[config.mk]
export PLATFORM = sky130hd
export DESIGN_NAME = mux_arbiter_flat
export DESIGN_NICKNAME = d
export VERILOG_FILES = /design/src/rtl/mux_pkg.sv /design/src/rtl/mux_arbiter_if.sv /design/src/rtl/mux_arbiter_rr.sv /design/src/rtl/mux_arbiter.sv /design/src/flat_wrapper.sv
export SDC_FILE = /design/constraint.sdc
export NUM_CORES = 1
export LEC_CHECK = 0
export BUFFER_PORTS_ARGS = -buffer_cell sky130_fd_sc_hd__buf_4
export CORE_UTILIZATION = 38
export DETAILED_ROUTE_END_ITERATION = 7
export PLACE_DENSITY = 0.73
export SLEW_MARGIN = 20
export SYNTH_ARGS = -nofsm -noshare
export SYNTH_HDL_FRONTEND = slang
export SYNTH_SLANG_ARGS = --single-unit
[constraint.sdc]
create_clock -name clk -period 4.2 [get_ports clk]
set_input_delay 0.21 -clock clk [delete_from_list [all_inputs] [get_ports clk]]
set_output_delay 0.21 -clock clk [all_outputs]
set_load 0.1 [all_outputs]
[src/rtl/mux_pkg.sv]
`default_nettype none
// ============================================================================
// mux_pkg : shared mux-tree definitions (latency helper, arbiter FSM states)
// Rev 1.0
// ============================================================================
package mux_pkg;

    typedef enum logic [1:0] {
        IDLE    = 2'd0,
        HOLD    = 2'd1,
        CAPTURE = 2'd2
    } arb_state_t;

    // Register stages of an N-input tree built from BR-input stages:
    // 1 if N <= BR, else 1 + stages(N / BR).
    function automatic int mux_lat(input int n, input int br);
        int m;
        int lat;
        m   = n;
        lat = 1;
        for (int k = 0; k < 32; k++) begin
            if (br > 1 && m > br) begin
                m   = m / br;
                lat = lat + 1;
            end
        end
        return lat;
    endfunction

endpackage
`default_nettype wire

[src/rtl/mux_arbiter_if.sv]
`default_nettype none
// ============================================================================
// mux_arbiter_if : requester, mux-tree and response signals of mux_arbiter
// Rev 1.0
// ============================================================================
interface mux_arbiter_if #(
    parameter int NREQ = 4,
    parameter int W    = 8,
    parameter int ADRB = 6
);
    logic [NREQ-1:0]         req_valid;
    logic [ADRB-1:0]         req_adr [NREQ];
    logic [NREQ-1:0]         req_ready;
    logic [ADRB-1:0]         mux_adr;
    logic [W-1:0]            mux_dout;
    logic                    rsp_valid;
    logic [$clog2(NREQ)-1:0] rsp_id;
    logic [W-1:0]            rsp_data;
    logic                    busy;

    modport master (
        output req_valid, req_adr, mux_dout,
        input  req_ready, mux_adr, rsp_valid, rsp_id, rsp_data, busy
    );

    modport slave (
        input  req_valid, req_adr, mux_dout,
        output req_ready, mux_adr, rsp_valid, rsp_id, rsp_data, busy
    );
endinterface
`default_nettype wire

[src/rtl/mux_arbiter_rr.sv]
`default_nettype none
// ============================================================================
// rr_arbiter : round-robin one-hot arbiter, search starts after last grant
// Rev 1.0
// ============================================================================
module rr_arbiter #(
    parameter int NREQ = 4
) (
    input  logic                    clk,
    input  logic                    rst_n,
    input  logic [NREQ-1:0]         req,
    input  logic                    advance,
    output logic [NREQ-1:0]         grant,
    output logic [$clog2(NREQ)-1:0] idx
);
    localparam int IDW = $clog2(NREQ);

    logic [IDW-1:0] r_ptr;
    logic           w_found;
    int             w_cand;

    always_comb begin
        grant   = '0;
        idx     = '0;
        w_found = 1'b0;
        w_cand  = 0;
        for (int i = 0; i < NREQ; i++) begin
            w_cand = int'(r_ptr) + i;
            if (w_cand >= NREQ) begin
                w_cand = w_cand - NREQ;
            end
            if (!w_found && req[w_cand]) begin
                w_found        = 1'b1;
                grant[w_cand]  = 1'b1;
                idx            = IDW'(w_cand);
            end
        end
    end

    // Pointer moves only when a grant is actually taken.
    always_ff @(posedge clk or negedge rst_n) begin
        if (!rst_n) begin
            r_ptr <= '0;
        end else if (advance) begin
            r_ptr <= (idx == IDW'(NREQ - 1)) ? '0 : idx + 1'b1;
        end
    end

endmodule
`default_nettype wire

[src/rtl/mux_arbiter.sv]
`default_nettype none
// ============================================================================
// mux_arbiter : shares one registered mux tree among NREQ requesters
// Rev 1.0
// ============================================================================
module mux_arbiter
    import mux_pkg::*;
#(
    parameter int NREQ = 4,
    parameter int N    = 64,
    parameter int W    = 8,
    parameter int BR   = 8,
    parameter int ADRB = $clog2(N)
) (
    input  logic         clk,
    input  logic         rst_n,
    mux_arbiter_if.slave bus
);
    localparam int LAT = mux_lat(N, BR);
    localparam int IDW = $clog2(NREQ);
    localparam int CW  = $clog2(LAT + 1);
    localparam logic [CW-1:0] c_cnt_load = CW'(LAT - 1);

    arb_state_t      r_state;
    arb_state_t      w_state_nxt;
    logic [CW-1:0]   r_cnt;
    logic [CW-1:0]   w_cnt_nxt;
    logic            r_run;
    logic [NREQ-1:0] w_req;
    logic [NREQ-1:0] w_grant;
    logic [IDW-1:0]  w_gidx;
    logic            w_adv;
    logic [IDW-1:0]  r_id;
    logic [ADRB-1:0] r_madr;
    logic            r_rsp_valid;
    logic [IDW-1:0]  r_rsp_id;
    logic [W-1:0]    r_rsp_data;

    // r_run keeps grants off until the first clock edge after reset release.
    assign w_req = bus.req_valid & {NREQ{(r_state == IDLE) && r_run}};
    assign w_adv = |w_grant;

    rr_arbiter #(
        .NREQ (NREQ)
    ) u_rr (
        .clk     (clk),
        .rst_n   (rst_n),
        .req     (w_req),
        .advance (w_adv),
        .grant   (w_grant),
        .idx     (w_gidx)
    );

    always_comb begin
        w_state_nxt = r_state;
        w_cnt_nxt   = r_cnt;
        case (r_state)
            IDLE: begin
                if (w_adv) begin
                    w_state_nxt = HOLD;
                    w_cnt_nxt   = c_cnt_load;
                end
            end
            HOLD: begin
                if (r_cnt == '0) begin
                    w_state_nxt = CAPTURE;
                end else begin
                    w_cnt_nxt = r_cnt - 1'b1;
                end
            end
            CAPTURE: begin
                w_state_nxt = IDLE;
            end
            default: begin
                w_state_nxt = IDLE;
            end
        endcase
    end

    always_ff @(posedge clk or negedge rst_n) begin
        if (!rst_n) begin
            r_state <= IDLE;
            r_cnt   <= '0;
        end else begin
            r_state <= w_state_nxt;
            r_cnt   <= w_cnt_nxt;
        end
    end

    // Address is captured once per grant and held unchanged until the next one.
    always_ff @(posedge clk or negedge rst_n) begin
        if (!rst_n) begin
            r_run       <= 1'b0;
            r_madr      <= '0;
            r_id        <= '0;
            r_rsp_valid <= 1'b0;
            r_rsp_id    <= '0;
            r_rsp_data  <= '0;
        end else begin
            r_run       <= 1'b1;
            r_rsp_valid <= (r_state == CAPTURE);
            if (w_adv) begin
                r_madr <= bus.req_adr[w_gidx];
                r_id   <= w_gidx;
            end
            if (r_state == CAPTURE) begin
                r_rsp_data <= bus.mux_dout;
                r_rsp_id   <= r_id;
            end
        end
    end

    assign bus.req_ready = w_grant;
    assign bus.mux_adr   = r_madr;
    assign bus.rsp_valid = r_rsp_valid;
    assign bus.rsp_id    = r_rsp_id;
    assign bus.rsp_data  = r_rsp_data;
    assign bus.busy      = (r_state != IDLE) | w_adv;

endmodule
`default_nettype wire
[src/flat_wrapper.sv]
// flat-port wrapper written by rule: the top's interface ports become plain ports
module mux_arbiter_flat import mux_pkg::*;
#(
    parameter int NREQ = 4,
    parameter int N    = 64,
    parameter int W    = 8,
    parameter int BR   = 8,
    parameter int ADRB = $clog2(N)
)
  (clk, rst_n, bus_req_valid, bus_req_adr, bus_mux_dout, bus_req_ready, bus_mux_adr, bus_rsp_valid, bus_rsp_id, bus_rsp_data, bus_busy);
  mux_arbiter_if #(.NREQ(NREQ), .W(W), .ADRB(ADRB)) bus_i ();
  input  logic clk;
  input  logic rst_n;
  input wire logic [$bits(bus_i.req_valid)-1:0] bus_req_valid;
  input wire logic [$bits(bus_i.req_adr)-1:0] bus_req_adr;
  input wire logic [$bits(bus_i.mux_dout)-1:0] bus_mux_dout;
  output wire logic [$bits(bus_i.req_ready)-1:0] bus_req_ready;
  output wire logic [$bits(bus_i.mux_adr)-1:0] bus_mux_adr;
  output wire logic [$bits(bus_i.rsp_valid)-1:0] bus_rsp_valid;
  output wire logic [$bits(bus_i.rsp_id)-1:0] bus_rsp_id;
  output wire logic [$bits(bus_i.rsp_data)-1:0] bus_rsp_data;
  output wire logic [$bits(bus_i.busy)-1:0] bus_busy;
  assign bus_i.req_valid = bus_req_valid;
  assign bus_i.req_adr = {>>{bus_req_adr}};
  assign bus_i.mux_dout = bus_mux_dout;
  assign bus_req_ready = bus_i.req_ready;
  assign bus_mux_adr = bus_i.mux_adr;
  assign bus_rsp_valid = bus_i.rsp_valid;
  assign bus_rsp_id = bus_i.rsp_id;
  assign bus_rsp_data = bus_i.rsp_data;
  assign bus_busy = bus_i.busy;
  mux_arbiter #(.NREQ(NREQ), .N(N), .W(W), .BR(BR), .ADRB(ADRB)) u_core (.clk(clk), .rst_n(rst_n), .bus(bus_i));
endmodule
==> results of run 1 <==
kinds of logic after synthesis:
group | Yosys count
muxes | 31
DFF | 26
other | 1
adders and majority gates | 10
AOI/OAI and AO/OA | 25
buffers and inverters | 13
and+or+nand+nor | 38
cell type report:
type,count,area [sq um],share of cell area (%)
Clock buffer,3,41.3,1.79
Clock inverter,1,30.0,1.30
Inverter,4,15.0,0.650
Multi-Input combinational cell,105,1020,44.1
Sequential cell,26,651,28.2
Tap cell,52,65.1,2.82
Timing Repair Buffer,65,490,21.2
cells in the final DEF, fill, tap and decap left out, types with 2 or more instances in the layout:
| master | Yosys | routed |
|---|---|---|
| nor2_1 | 5 | 5 |
| a41o_1 | 4 | 4 |
| mux2_1 | 6 | 6 |
| inv_1 | 4 | 4 |
| and3_1 | 5 | 5 |
| dfrtp_1 | 26 | 26 |
| a211o_2 | 0 | 2 |
| nand4_1 | 2 | 2 |
| a21boi_0 | 5 | 5 |
| nor3b_1 | 4 | 4 |
| mux2i_1 | 2 | 2 |
| ha_1 | 10 | 10 |
| mux4_2 | 7 | 7 |
| a211o_1 | 5 | 3 |
| nand2_1 | 6 | 6 |
| nand2b_1 | 2 | 2 |
| mux2_2 | 16 | 16 |
| and3b_1 | 2 | 2 |
| a21oi_1 | 3 | 3 |
| buf_4 | 1 | 64 |
| nor2b_1 | 2 | 2 |
| or3b_2 | 2 | 2 |
| clkbuf_8 | 0 | 3 |
sequential cells by signal, indices dropped and copies added (netlist names):
register              flops
u_core.bus.rsp_data       8
u_core.bus.mux_adr        6
u_core.bus.rsp_id         2
u_core.r_cnt              2
u_core.r_id               2
u_core.r_state            2
u_core.u_rr.r_ptr         2
u_core.bus.rsp_valid      1
u_core.r_run              1
repair_timing:
item,4_1_cts,5_1_grt
hold buffers,1,0
endpoints found under the hold margin,26,0
buffers inserted,0,0
stage by stage:
stage | setup slack [ns] | utilization (%) | std cells | hold WS [ns] | cell area [sq um]
2_1_floorplan | 0.0124 | - | 144 | -0.0856 | 1730
3_3_place_gp | 0.719 | 51.2 | 251 | 0.136 | 2230
3_5_place_dp | 0.608 | 51.2 | 251 | 0.141 | 2230
4_1_cts | 0.533 | 53.1 | 256 | 0.155 | 2310
5_1_grt | 0.316 | 53.1 | 256 | 0.159 | 2310
6_report | 0.500 | 53.1 | 256 | 0.163 | 2310
routing by layer:
layer	track usage, %	part of all wire (%)
met1	23.1	45
met2	27.1	49
met3	2.91	5.5
met4	4.99	1.1
met5	0	0
path summary, 6_finish.rpt:
path	endpoint	slack [ns]	cells past startpoint
setup / recovery	bus_busy	0.50	10
hold / removal	u_core.bus.rsp_data[4]	0.16	2
setup reg to reg	u_core.bus.mux_adr[4]	0.56	9
hold reg to reg	u_core.bus.mux_adr[0]	0.50	1
max in group asynchronous	u_core.u_rr.r_ptr[0]	3.58	2
min in group asynchronous	u_core.bus.rsp_data[5]	0.36	2
worst max-delay path: stages, from the launching register on:
cell       delay, ns
dfrtp_1         0.62
inv_1           0.19
ha_1            0.44
or3b_2          0.47
a2111oi_0       0.36
nand2b_1        0.29
a211o_1         0.23
nor4_4          0.06
buf_4           0.19
nand2_1         0.08
buf_4           0.28
==> reports/qor.txt, run 1 <==
ys flop type: dfrtp_1
status: finished clean
Max Freq: 270 MHz
number of remaining DRC errors: 0
setup TNS: 0 ns
r2r startpoint: u_core.u_rr.r_ptr[1]
RD Place Congestion: 0.814
XOR/XNOR Fraction of Synth Area: 0%
Vias/cell: 5.48
Post-DP HPWL: 3.03 mm
CTS buffer count: 3
Hold Crit Class: in -> reg
Vias: 1,403
Worst Max-Slew Pin Slew: 0.908 ns
final setup fails: 0
synth warn: 0
hold_sp: bus_mux_dout[4]
# IOs: 60
antenna cells: 0
Final Hold Viols: 0
mux cell area share after synthesis: 24.6%
Setup CP Type: reg -> out
drt wl/cell: 15.5 microns
max_cap viols: 0
most instantiated cells after synthesis: dfrtp_1, mux2_2, ha_1
antenna-violating nets left: 0
Yosys top cell by area: dfrtp_1
top fanout value on the critical path: 14
count of input and output buffers: 59
Worst-Skew Late Latency: 0.27 ns
Period minus WS final: 3.70 ns
Compound-Gate Fraction of Synth Area: 11.9%
initial antenna violation count: 0
CTS Buffer Depth: 2
RSZ-0062 raised after global routing: false
Worst EP arrival: 3.49 ns
crit path capture type: primary output
startpoint types: flop
Mapped Nets: 192
vias in the first global route: 1,353
CTS tree: yes
top cell type's share of synthesized area: 37.7%
CP required: 3.99 ns
worst rel slew slack: 39.3%
critical path startpoint: u_core.u_rr.r_ptr[1]
library cells used by synthesis: 42
Clock Pin Slew Worst Setup and Hold Paths: 0.09 ns
Async SR Flop Fraction: 100%
synthesized area: 0.00173 sq mm
cell row count: 24
crit share post-route: 88.1%
drt first-iter violations: 95
sequential share of the synthesized area: 37.7%
final WL: 3.96 mm
Syn Area/Cell: 12.0 sq um
Synth area leaders: dfrtp_1, mux2_2, mux4_2, ha_1, mux2_1
final net count: 253
simple-gate share of the synthesized area: 14.8%
total iterations of the first detailed-routing run: 4
FILL cells: 394
TritonCTS Sinks: 26
largest family of logic cells by synthesized area: multiplexers
initial core utilization: 39.7%
Die Height: 69.4 microns
PostCTS Resize Cnt: 0
htree depth: 1
Die W: 69.4 microns
Synth-to-Final Area Change: 33.7%
Synth Area in Adders: 7.24%
FF+latch count, synth: 26
Core Box Area: 0.00435 sq mm
Post-Syn Instances: 144
GRT overflow: 0
largest net degree at the start of global routing: 27
Die ar.: 0.00482 sq mm
Root Buffer: clkbuf_8
Post-synth EDFFs: 0
Slew Viols, Final: 0
global-route wire length before repair: 6.46 mm
layout cell share with drive strength beyond 1: 49.0%
clock skew: 0.00858 ns
GR Util All Layers: 16.8%
count leader, synth: dfrtp_1
Power of run 1 is not shown: default switching activity piles up to over one toggle a cycle in this logic, so the estimate is an artifact.
==> run 2, diff against run 1 <==
Clock period 4.2 ns to 4.7 ns, I/O delays scaled along.
==> reports/qor.txt, run 2 (synthesized netlist as in run 1, its figures left out) <==
clock skew: 0.00436 ns (was 0.00858 ns)
most frequent cells in the layout: buf_4, dfrtp_1, mux2_2 (unchanged)
GR Util All Layers: 15.9% (was 16.8%)
Period minus WS final: 4.02 ns
vias in the first global route: 1,379 (was 1,353)
Die ar.: 0.00482 sq mm (unchanged)
Die Height: 69.4 microns (unchanged)
max_cap viols: 0 (unchanged)
Root Buffer: clkbuf_8 (unchanged)
antenna-violating nets left: 0 (unchanged)
reg2reg setup slack: 0.75 ns (was 0.56 ns)
initial antenna violation count: 0 (unchanged)
Final Hold Viols: 0 (unchanged)
startpoint types: flop (unchanged)
final setup fails: 0 (unchanged)
final net count: 249 (was 253)
count of input and output buffers: 59 (unchanged)
setup TNS: 0 ns (unchanged)
Synth-to-Final Area Change: 30.1% (was 33.7%)
crit share post-route: 85.4%
largest net degree at the start of global routing: 27 (unchanged)
cell row count: 24 (unchanged)
status: finished clean (unchanged)
top fanout value on the critical path: 15 (was 14)
RD Place Congestion: 0.843 (was 0.814)
number of remaining DRC errors: 0 (unchanged)
htree depth: 1 (unchanged)
Final Util: 51.6% (was 53.1%)
Worst Max-Slew Pin Slew: 0.952 ns (was 0.908 ns)
Post-DP HPWL: 2.87 mm (was 3.03 mm)
global-route wire length before repair: 6.22 mm (was 6.46 mm)
CTS buffer count: 3 (unchanged)
Worst EP arrival: 3.78 ns (was 3.49 ns)
layout cell share with drive strength beyond 1: 46.7% (was 49.0%)
initial core utilization: 39.7% (unchanged)
Worst-Skew Late Latency: 0.27 ns (about the same)
Hold Crit Class: in -> reg (unchanged)
CP required: 4.47 ns (was 3.99 ns)
Die W: 69.4 microns (unchanged)
PostCTS Resize Cnt: 0 (unchanged)
CTS Buffer Depth: 2 (unchanged)
RSZ-0062 raised after global routing: false (unchanged)
Slew Viols, Final: 0 (unchanged)
GRT overflow: 0 (unchanged)
Core Box Area: 0.00435 sq mm (unchanged)
crit path capture type: primary output (unchanged)
Area after DPL: 0.00220 sq mm (was 0.00223 sq mm)
max reg flops: 8 (unchanged)
CTS tree: yes (unchanged)
drt first-iter violations: 114 (was 95)
Max Freq: 249 MHz
Vias/cell: 5.53 (was 5.48)
TritonCTS Sinks: 26 (unchanged)
Vias: 1,388 (was 1,403)
final instance area: 0.00225 sq mm (was 0.00231 sq mm)
Min Hold Slack: 0.198 ns (was 0.163 ns)
antenna cells: 0 (unchanged)
total iterations of the first detailed-routing run: 4 (unchanged)
most common cell after layout, fill and taps aside: buf_4 (unchanged)
FILL cells: 397 (was 394)
Clock Pin Slew Worst Setup and Hold Paths: 0.08 ns (was 0.09 ns)
# IOs: 60 (unchanged)
worst rel slew slack: 36.4% (was 39.3%)
drt wl/cell: 15.0 microns (was 15.5 microns)
Setup CP Type: reg -> out (unchanged)
final WL: 3.76 mm (was 3.96 mm)
run 2: area by class of cell:
class                           count  area (sq um)  area share (%)
Sequential cell                    26           651            28.9
Tap cell                           52          65.1            2.89
Inverter                            4          15.0           0.668
Multi-Input combinational cell    105          1020            45.2
Timing Repair Buffer               61           460            20.5
Clock buffer                        3          41.3            1.84
run 2: timing repair:
action                                 in CTS  in global routing
endpoints found under the hold margin      26                  0
hold buffers                                1                  0
setup endpoints to repair                   0                  0
buffers inserted                            0                  0
run 2: final timing paths:
path	from	to	depth (start not counted)
min	bus_mux_dout[2]	u_core.bus.rsp_data[2]	2
max reg2reg	u_core.u_rr.r_ptr[0]	u_core.bus.mux_adr[4]	8
min reg2reg	u_core.r_id[0]	u_core.r_id[0]	1
max	u_core.u_rr.r_ptr[0]	bus_busy	9
min in group asynchronous	rst_n	u_core.bus.rsp_data[7]	2
max in group asynchronous	rst_n	u_core.r_id[1]	2
run 2: per-layer routing:
metal | part of all wire, % | track usage, % | vias up | routed length, microns
li1 | - | - | 662 | -
met1 | 44 | 20.1 | 667 | 1670
met2 | 48 | 27.7 | 54 | 1800
met3 | 6.5 | 2.91 | 5 | 246
met4 | 1.1 | 4.76 | 0 | 40
met5 | 0 | 0 | - | 0
run 2: critical path, cell delays in order (launching register included):
cell and delay [ns]:
dfrtp_1 0.62, inv_1 0.25, ha_1 0.46, mux2_2 0.30
o22ai_1 0.15, a41o_1 0.28, a211o_1 0.32, nor4_4 0.74
nand2_1 0.12, buf_4 0.26
run 2: metrics by stage:
| stage | setup WS [ns] | std cells |
|---|---|---|
| after floorplan | 0.450 | 144 |
| after global placement | 0.869 | 247 |
| after detailed placement | 0.744 | 247 |
| after CTS | 0.611 | 251 |
| after global routing | 0.397 | 251 |
| final | 0.685 | 251 |
Power of run 2 is left out for the same reason.
==> run 3, diff against run 2 <==
Settings changed: CELL_PAD_IN_SITES_DETAIL_PLACEMENT set to 0, CELL_PAD_IN_SITES_GLOBAL_PLACEMENT set to 1, PLACE_DENSITY 0.73 to 0.89.
Clock period 4.7 ns to 5.18 ns, I/O delays scaled along.
==> reports/qor.txt, run 3 (synthesized netlist as in run 1, its figures left out) <==
total iterations of the first detailed-routing run: 4 (unchanged)
max_cap viols: 0 (unchanged)
CTS Buffer Depth: 2 (unchanged)
startpoint types: flop (unchanged)
Worst-Skew Late Latency: 0.27 ns (about the same)
Core Box Area: 0.00435 sq mm (unchanged)
RD Place Congestion: 0.811 (was 0.843)
PostCTS Resize Cnt: 0 (unchanged)
cell row count: 24 (unchanged)
max reg flops: 8 (unchanged)
CP required: 4.92 ns (was 4.47 ns)
final net count: 248 (was 249)
GRT overflow: 0 (unchanged)
Buf+Inv Stages, Crit Path: 2 (unchanged)
CTS tree: yes (unchanged)
# IOs: 60 (unchanged)
worst rel slew slack: 32.3% (was 36.4%)
Top delay family on crit path: simple AND/OR/NAND/NOR gates (unchanged)
Vias/cell: 5.61 (was 5.53)
GR Util All Layers: 16.6% (was 15.9%)
layout cell share with drive strength beyond 1: 46.7% (unchanged)
most frequent cells in the layout: buf_4, dfrtp_1, mux2_2 (unchanged)
drt first-iter violations: 51 (was 114)
status: finished clean (unchanged)
Slew Viols, Final: 0 (unchanged)
final WL: 3.83 mm (was 3.76 mm)
Multi-input gate area: 0.00102 sq mm (unchanged)
Hold-fix buffers, CTS: 1 (unchanged)
Die Height: 69.4 microns (unchanged)
antenna cells: 0 (unchanged)
count of input and output buffers: 59 (unchanged)
Setup CP Type: reg -> out (unchanged)
initial antenna violation count: 0 (unchanged)
Max Freq: 243 MHz
Period minus WS final: 4.11 ns
RSZ-0062 raised after global routing: false (unchanged)
setup TNS: 0 ns (unchanged)
Die W: 69.4 microns (unchanged)
Post CTS Setup Buffer Count: 0 (unchanged)
largest net degree at the start of global routing: 27 (unchanged)
vias in the first global route: 1,471 (was 1,379)
Post-DP HPWL: 2.96 mm (was 2.87 mm)
final setup fails: 0 (unchanged)
Root Buffer: clkbuf_8 (unchanged)
global-route wire length before repair: 6.48 mm (was 6.22 mm)
most common cell after layout, fill and taps aside: buf_4 (unchanged)
Seq. cell area: 651 sq um (unchanged)
Synth-to-Final Area Change: 31.4% (was 30.1%)
drt wl/cell: 15.3 microns (was 15.0 microns)
crit path capture type: primary output (unchanged)
Clock Pin Slew Worst Setup and Hold Paths: 0.10 ns (was 0.08 ns)
Vias: 1,408 (was 1,388)
TritonCTS Sinks: 26 (unchanged)
number of remaining DRC errors: 0 (unchanged)
Hold Crit Class: in -> reg (unchanged)
initial core utilization: 39.7% (unchanged)
CTS buffer count: 3 (unchanged)
top fanout value on the critical path: 15 (unchanged)
sequence of cells on the critical path: inv_1 -> ha_1 -> mux2_2 -> o22ai_1 -> a41o_1 -> a211o_1 -> nor4_4 -> nand2_1 -> buf_4 (unchanged)
Die ar.: 0.00482 sq mm (unchanged)
Worst EP arrival: 3.85 ns (was 3.78 ns)
clock skew: 0.00500 ns (was 0.00436 ns)
Worst Max-Slew Pin Slew: 1.01 ns (was 0.952 ns)
FILL cells: 395 (was 397)
CP max stage cell: nor4_4 (unchanged)
Final Hold Viols: 0 (unchanged)
CP peak stage delay: 0.81 ns (was 0.74 ns)
crit share post-route: 79.3%
htree depth: 1 (unchanged)
antenna-violating nets left: 0 (unchanged)
run 3: cell types whose count changed in the layout (fill, tap and decap cells not counted), sizes merged:
cell	before	now
buf	60	59
bufinv	0	1
run 3: worst paths after layout:
path	cells after the start	endpoint	startpoint	slack (ns)
setup / recovery	9	bus_busy	u_core.u_rr.r_ptr[0]	1.07
hold / removal	2	u_core.bus.rsp_data[4]	bus_mux_dout[4]	0.21
setup reg to reg	8	u_core.bus.mux_adr[0]	u_core.u_rr.r_ptr[0]	1.27
hold reg to reg	1	u_core.r_id[0]	u_core.r_id[0]	0.50
max in group asynchronous	2	u_core.bus.rsp_data[1]	rst_n	4.50
min in group asynchronous	2	u_core.bus.rsp_data[2]	rst_n	0.42
run 3: layout make-up:
| cell class | count | area share (%) |
|---|---|---|
| clock buffers | 3 | 1.82 |
| clock inverters | 1 | 1.32 |
| inverters | 4 | 0.661 |
| multi-input cells | 105 | 44.7 |
| flip-flops and latches | 26 | 28.7 |
| well taps | 52 | 2.87 |
| repair buffers | 60 | 19.9 |
run 3: worst register-to-register path, stage by stage, from the launching register on:
cell and delay, ns:
dfrtp_1 0.63, inv_1 0.26, ha_1 0.47, or3b_2 0.47, a2111oi_0 0.37, nand2b_1 0.25
o31a_1 0.48, mux4_2 0.57, mux2_1 0.29
run 3: per-stage QoR:
step | area [sq um] | hold WS, ns | worst slack (ns) | utilization, % | instances
after floorplan | 1730 | -0.0366 | 0.906 | - | 144
after global placement | 2190 | 0.186 | 1.34 | 50.3 | 246
after detailed placement | 2190 | 0.189 | 1.26 | 50.3 | 246
after CTS | 2270 | 0.207 | 1.04 | 52.2 | 251
after global routing | 2270 | 0.195 | 0.645 | 52.2 | 251
final | 2270 | 0.209 | 1.07 | 52.2 | 251
run 3: layer usage:
layer	GRT usage [%]	part of all wire (%)
met5	0	0
met4	5.67	2.0
met1	21.6	44
met3	3.63	5.9
met2	27.3	48
Power of run 3 is left out for the same reason.
